## src/rtl/serial7_rx_pkg.sv

```systemverilog
// Shared definitions for the serial7_rx receiver.
//   DATA_W     : width of a received word (7 bits).
//   rx_state_t : receiver state encoding. ST_PARITY exists only when
//                SERIAL7_RX_PARITY_EN is defined.
//   rx_cnt_w() : width of the per-bit cycle counter for a given
//                CLKS_PER_BIT.
package serial7_rx_pkg;

  localparam int DATA_W = 7;

  typedef enum logic [2:0] {
    ST_IDLE,
    ST_START,
    ST_DATA,
`ifdef SERIAL7_RX_PARITY_EN
    ST_PARITY,
`endif
    ST_STOP
  } rx_state_t;

  function automatic int rx_cnt_w(input int clks_per_bit);
    return $clog2(clks_per_bit);
  endfunction

endpackage

```

## src/rtl/serial7_rx_sync2.sv

```systemverilog
// Two-flop synchronizer for the asynchronous serial line.
// Both flops reset to 1 so that a reset does not look like a start edge
// on an idle-high line.
// Ports:
//   clk   : system clock
//   reset : asynchronous, active-high reset
//   d     : asynchronous input
//   q     : synchronized output
module rx_sync2 (
  input  logic clk,
  input  logic reset,
  input  logic d,
  output logic q
);

  logic meta;

  always_ff @(posedge clk or posedge reset) begin
    if (reset) begin
      meta <= 1'b1;
      q    <= 1'b1;
    end else begin
      meta <= d;
      q    <= meta;
    end
  end

endmodule

```

## src/rtl/serial7_rx.sv

```systemverilog
// UART-style receiver for 7-bit words (start, 7 data bits LSB first,
// optional even parity, stop). Each good word is presented on data_out
// with a one-cycle data_valid strobe, ready to be captured by a
// downstream enabled holding register.
// Optional feature: define SERIAL7_RX_PARITY_EN to add the even-parity
// bit (10-bit frames) and a live parity_err output. Without it frames
// are 9 bits and parity_err is tied low.
// Parameters:
//   CLKS_PER_BIT : clk cycles per serial bit (even, >= 4)
// Ports:
//   clk        : system clock
//   reset      : asynchronous, active-high reset
//   rxd        : serial line, asynchronous, idle high
//   data_out   : last good word received
//   data_valid : one-cycle pulse when data_out updates
//   frame_err  : one-cycle pulse when the stop bit is sampled low
//   parity_err : one-cycle pulse on parity mismatch
//   busy       : high whenever the receiver is not idle
module serial7_rx
  import serial7_rx_pkg::*;
#(
  parameter int CLKS_PER_BIT = 16
) (
  input  logic       clk,
  input  logic       reset,
  input  logic       rxd,
  output logic [6:0] data_out,
  output logic       data_valid,
  output logic       frame_err,
  output logic       parity_err,
  output logic       busy
);

  localparam int CW = rx_cnt_w(CLKS_PER_BIT);
  // START waits half a bit so that every later sample lands mid-bit.
  localparam logic [CW-1:0] LIM_START = CW'(CLKS_PER_BIT / 2 - 1);
  localparam logic [CW-1:0] LIM_BIT   = CW'(CLKS_PER_BIT - 1);

  logic rx_s;   // synchronized line
  logic rx_d;   // one-cycle delayed copy for falling-edge detection

  rx_sync2 u_sync (
    .clk   (clk),
    .reset (reset),
    .d     (rxd),
    .q     (rx_s)
  );

  rx_state_t          state_q, state_d;
  logic [CW-1:0]      cnt_q, cnt_d;
  logic [2:0]         bit_q, bit_d;
  logic [DATA_W-1:0]  shift_q, shift_d;
  logic [DATA_W-1:0]  dout_q, dout_d;
  logic               valid_q, valid_d;
  logic               ferr_q, ferr_d;
`ifdef SERIAL7_RX_PARITY_EN
  logic               par_q, par_d;     // latched parity mismatch
  logic               perr_q, perr_d;
`endif

  logic [CW-1:0] limit;
  logic          at_limit;

  always_comb begin
    limit    = (state_q == ST_START) ? LIM_START : LIM_BIT;
    at_limit = (cnt_q == limit);
  end

  always_comb begin
    state_d = state_q;
    cnt_d   = cnt_q;
    bit_d   = bit_q;
    shift_d = shift_q;
    dout_d  = dout_q;
    valid_d = 1'b0;
    ferr_d  = 1'b0;
`ifdef SERIAL7_RX_PARITY_EN
    par_d   = par_q;
    perr_d  = 1'b0;
`endif

    case (state_q)
      ST_IDLE: begin
        cnt_d = '0;
        // A fresh 1->0 edge is required; a line still low after a
        // framing error does not restart reception.
        if (!rx_s && rx_d) begin
          state_d = ST_START;
        end
      end

      ST_START: begin
        if (at_limit) begin
          cnt_d = '0;
          if (!rx_s) begin
            state_d = ST_DATA;
            bit_d   = 3'd0;
`ifdef SERIAL7_RX_PARITY_EN
            par_d   = 1'b0;
`endif
          end else begin
            state_d = ST_IDLE;   // false start: glitch on the line
          end
        end else begin
          cnt_d = cnt_q + 1'b1;
        end
      end

      ST_DATA: begin
        if (at_limit) begin
          cnt_d   = '0;
          shift_d = {rx_s, shift_q[DATA_W-1:1]};
          bit_d   = bit_q + 3'd1;
          if (bit_q == 3'd6) begin
`ifdef SERIAL7_RX_PARITY_EN
            state_d = ST_PARITY;
`else
            state_d = ST_STOP;
`endif
          end
        end else begin
          cnt_d = cnt_q + 1'b1;
        end
      end

`ifdef SERIAL7_RX_PARITY_EN
      ST_PARITY: begin
        if (at_limit) begin
          cnt_d   = '0;
          // Even parity: data bits plus parity bit must XOR to 0.
          par_d   = (^shift_q) ^ rx_s;
          state_d = ST_STOP;
        end else begin
          cnt_d = cnt_q + 1'b1;
        end
      end
`endif

      ST_STOP: begin
        if (at_limit) begin
          cnt_d   = '0;
          state_d = ST_IDLE;
`ifdef SERIAL7_RX_PARITY_EN
          if (rx_s && !par_q) begin
            dout_d  = shift_q;
            valid_d = 1'b1;
          end
          perr_d = par_q;
`else
          if (rx_s) begin
            dout_d  = shift_q;
            valid_d = 1'b1;
          end
`endif
          ferr_d = !rx_s;
        end else begin
          cnt_d = cnt_q + 1'b1;
        end
      end

      default: begin
        state_d = ST_IDLE;
        cnt_d   = '0;
      end
    endcase
  end

  always_ff @(posedge clk or posedge reset) begin
    if (reset) begin
      rx_d    <= 1'b1;
      state_q <= ST_IDLE;
      cnt_q   <= '0;
      bit_q   <= 3'd0;
      shift_q <= '0;
      dout_q  <= '0;
      valid_q <= 1'b0;
      ferr_q  <= 1'b0;
`ifdef SERIAL7_RX_PARITY_EN
      par_q   <= 1'b0;
      perr_q  <= 1'b0;
`endif
    end else begin
      rx_d    <= rx_s;
      state_q <= state_d;
      cnt_q   <= cnt_d;
      bit_q   <= bit_d;
      shift_q <= shift_d;
      dout_q  <= dout_d;
      valid_q <= valid_d;
      ferr_q  <= ferr_d;
`ifdef SERIAL7_RX_PARITY_EN
      par_q   <= par_d;
      perr_q  <= perr_d;
`endif
    end
  end

  assign data_out   = dout_q;
  assign data_valid = valid_q;
  assign frame_err  = ferr_q;
  assign busy       = (state_q != ST_IDLE);
`ifdef SERIAL7_RX_PARITY_EN
  assign parity_err = perr_q;
`else
  assign parity_err = 1'b0;
`endif

endmodule

```

## config.mk

```make
export PLATFORM = sky130hd
export DESIGN_NAME = serial7_rx
export DESIGN_NICKNAME = d
export VERILOG_FILES = /design/src/rtl/serial7_rx_pkg.sv /design/src/rtl/serial7_rx_sync2.sv /design/src/rtl/serial7_rx.sv
export SDC_FILE = /design/constraint.sdc
export NUM_CORES = 1
export LEC_CHECK = 0
export ABC_AREA = 1
export BUFFER_PORTS_ARGS = -buffer_cell sky130_fd_sc_hd__buf_2
export CAP_MARGIN = 20
export CORE_UTILIZATION = 50
export CTS_CLUSTER_DIAMETER = 50
export CTS_CLUSTER_SIZE = 25
export DETAILED_ROUTE_END_ITERATION = 7
export PLACE_DENSITY = 0.7
export SYNTH_ARGS = -nofsm -noshare
export SYNTH_HDL_FRONTEND = slang
export SYNTH_SLANG_ARGS = --single-unit
```

## constraint.sdc

```tcl
create_clock -name clk -period 1.42 [get_ports clk]
set_input_delay 0 -clock clk [delete_from_list [all_inputs] [get_ports clk]]
set_output_delay 0 -clock clk [all_outputs]
set_load 0.005 [all_outputs]
```

==> run_results.csv <==
group,metric,value,unit
outcome,outcome,"finished, final reports clean",
power_and_ir_drop,power_density,1330,nW/µm²
detailed_routing,routed_wl,1920,µm
power_and_ir_drop,power,1.86,mW
die,dieArea,2630,µm²
place,detailedPlace.worstSlack,0.0807,ns
power_and_ir_drop,p_leak,0.826,nW
synth,syn-num-nets,138,
setup_path,critPathTopFamily,"flip-flops",
synth,yosysTopAreaCell,"dfrtp_1",
place,dpl.hpwl,1420,µm
synth,synth-adder-area-share,0.0309,
run,cap_violations,0,
timing,fin_skew,0.0117,ns
setup_path,start_kind,"register",
clock_tree,cts_buffers,3,
setup_path,crit_type,"register to register",
final_layout,final_common_cell,"nand2_1",
place,dpl-instance-area,1310,µm²
power_and_ir_drop,combPwrFrac,0.213,
timing,hold_violations,0,
clock_tree,cts_root_buffer,"clkbuf_4",
synth,synthCells,132,
synth,ys_warn_count,0,
synth,synth_area,1210,µm²
setup_path,crit_path_frequent_cell,"nand2_1",
detailed_routing,drc_errors,0,
place,io_buffers,12,
synth,synth_xor_area_frac,0.0144,
timing,setup_viol,0,
detailed_routing,drt_iter0_markers,14,
clock_tree,cts_tree,"built",
clock_tree,clk_latency,0.33,ns
global_routing,track_usage,0.176,
final_layout,drive_gt1_frac,0.227,
setup_path,rr_worst_depth,8,
synth,synth_area_leaders,"dfrtp_1 52%, nand2_1 17%, dfstp_2 6.5%",
detailed_routing,wl_per_cell,10.8,µm
die,die_w,51.3,µm
global_routing,overflow,0,
synth,synth_seq_area_share,0.580,
detailed_routing,vias,864,
power_and_ir_drop,intPower,1.30,mW
detailed_routing,first_pass_iters,4,
setup_path,required,1.65,ns
timing,min_period,1.31,ns
final_layout,postLayoutCellArea,1400,µm²
clock_tree,clk_pin_slew_worst_paths,0.14,ns
synth,synth_cell_type_count,22,
timing,fmax,766,MHz
min_path,min_path_type,"input port to async pin",
setup_path,cp.depth,8,
setup_path,crit_slowest_cell,"dfrtp_1",
final_layout,stdcell_count,178,
timing,fin_setup_tns,0,ns
global_routing,grt_pass1_vias,788,
final_layout,nFillCells,209,
timing,rsz0062_at_grt,"yes",
die,core,2250,µm²
die,ioPinCount,14,
power_and_ir_drop,swShare,0.303,
die,die-height,51.3,µm
final_layout,final_cell_mix,"54 x nand2_1, 25 x dfrtp_1, 12 x nand3_1, 12 x buf_2, 8 x inv_1",
setup_path,crit_chain,"inv_2 > nand2_1 > nand2_1 > nand3_2 > inv_4 > nand2_2 > nand2_1 > nand2_1",
setup_path,end_kind,"register",
setup_path,cp.arrival,1.53,ns
final_layout,antenna_cells,0,
synth,synth_top_family_by_area,"simple AND/OR/NAND/NOR gates",
place,place_inst,171,
power_and_ir_drop,p_seq_frac,0.510,
place,gp_congestion,0.758,
setup_path,critical_path.max_stage_delay,0.51,ns
timing,fin_ws,0.114,ns
power_and_ir_drop,switchingPower,0.565,mW
global_routing,grt_max_degree,22,
detailed_routing,vias_per_cell,4.85,
die,num_rows,17,
timing,report.final.slew_viol_count,0,
global_routing,grt_pass1_wl,3350,µm
synth,avgSynthCellArea,9.19,µm²
synth,synth_top_area_share,0.515,
global_routing,grt_antenna_before_repair,0,
power_and_ir_drop,clockPowerShare,0.276,
final_layout,layout.nets,157,
setup_path,crit_fanout,9,
synth,muxShareOfSynthArea,0,
synth,synthSimpleGateAreaFrac,0.305,
synth,synth_compound_area_frac,0.00825,
final_layout,area_growth,15.5,%
timing,fin_crit_sh,0.920,
power_and_ir_drop,peakVddDrop,1090,µV
detailed_routing,ant_nets,0,
clock_tree,cts_buffer_depth,2,
synth,ys_ff_latch,28,
clock_tree,cts_sinks,28,
setup_path,crit_buf_inv,2,
clock_tree,h-tree-depth,1,
die,start_util,0.538,
[worst register-to-register path, stage by stage, from the launching register on]
cell and delay, ns:
dfrtp_1 0.51, inv_2 0.09, nand2_1 0.06, nand2_1 0.08, nand3_2 0.13, inv_4 0.14
nand2_2 0.08, nand2_1 0.07, nand2_1 0.05
[cell families after synthesis]
family                     count (synthesis)
AOI/OAI and AO/OA                          2
DFF                                       28
buffers and inverters                     15
and+or+nand+nor                           81
other                                      1
xor gates and xnor gates                   2
adders and majority gates                  3
[final timing paths]
path                                  start  slack [ns]          end
worst max register to register   state_q[1]        0.11     bit_q[2]
min in group clk                        rxd        0.31  u_sync.meta
worst min register to register  u_sync.meta        0.37     u_sync.q
worst max-delay path             state_q[1]        0.11     bit_q[2]
worst min-delay path                  reset        0.16    frame_err
max in group asynchronous             reset        0.77  u_sync.meta
[per-layer routing]
metal / wire, µm / up-vias / global-route usage
li1: - / 442 / -
met1: 988 / 403 / 0.233
met2: 840 / 14 / 0.276
met3: 53 / 5 / 0.0357
met4: 39 / 0 / 0.0811
met5: 0 / - / 0
[cells in the mapped netlist]
cell and number:
nand2_1 54, dfrtp_1 25, nand3_1 12, inv_1 8, nor2_1 5, dfstp_2 3, ha_1 3, inv_2 3
nand2_2 3, nor3_1 2, o21ai_0 2, xor2_1 2, buf_4 1, buf_6 1, clkinv_1 1, conb_1 1
inv_4 1, nand2_4 1, nand3_2 1, nand4_2 1, nor2_8 1, or2_0 1
[cell type report]
type,instances,area [µm²],share of cell area
flip-flops and latches,28,704,0.503
multi-input cells,89,450,0.321
repair buffers,16,108,0.0768
inverters,13,51.3,0.0366
well taps,28,35.0,0.0250
clock inverters,1,30.0,0.0214
clock buffers,3,22.5,0.0161
[stage by stage]
| stage | utilization | hold slack, ns |
|---|---|---|
| 6_report | 0.622 | 0.156 |
| 5_1_grt | 0.622 | 0.173 |
| 4_1_cts | 0.613 | 0.170 |
| 3_5_place_dp | 0.581 | -0.0236 |
| 3_3_place_gp | 0.581 | -0.0310 |
| 2_1_floorplan | - | 0.00448 |
[flip-flops by register name (all words and copies together) (netlist names), 2 cells and up]
name      flops
bit_q         3
cnt_q         4
data_out      7
shift_q       7
state_q       2
[power by group through the flow]
stage	Clock [mW]	Combinational, mW	Sequential [mW]
after floorplan	0	0.326	0.928
after global placement	0	0.355	0.955
after detailed placement	0	0.370	0.957
after CTS	0.527	0.376	0.942
after global routing	0.553	0.456	0.961
final	0.515	0.397	0.950
[timing repair]
item | in CTS | in global routing
setup buffers | 0 | 1
resized for setup | 0 | 3
hold buffers | 2 | 0
setup endpoints to repair | 0 | 13
endpoints found under the hold margin | 26 | 0
No activity file was read; power rests on OpenSTA's default activity.
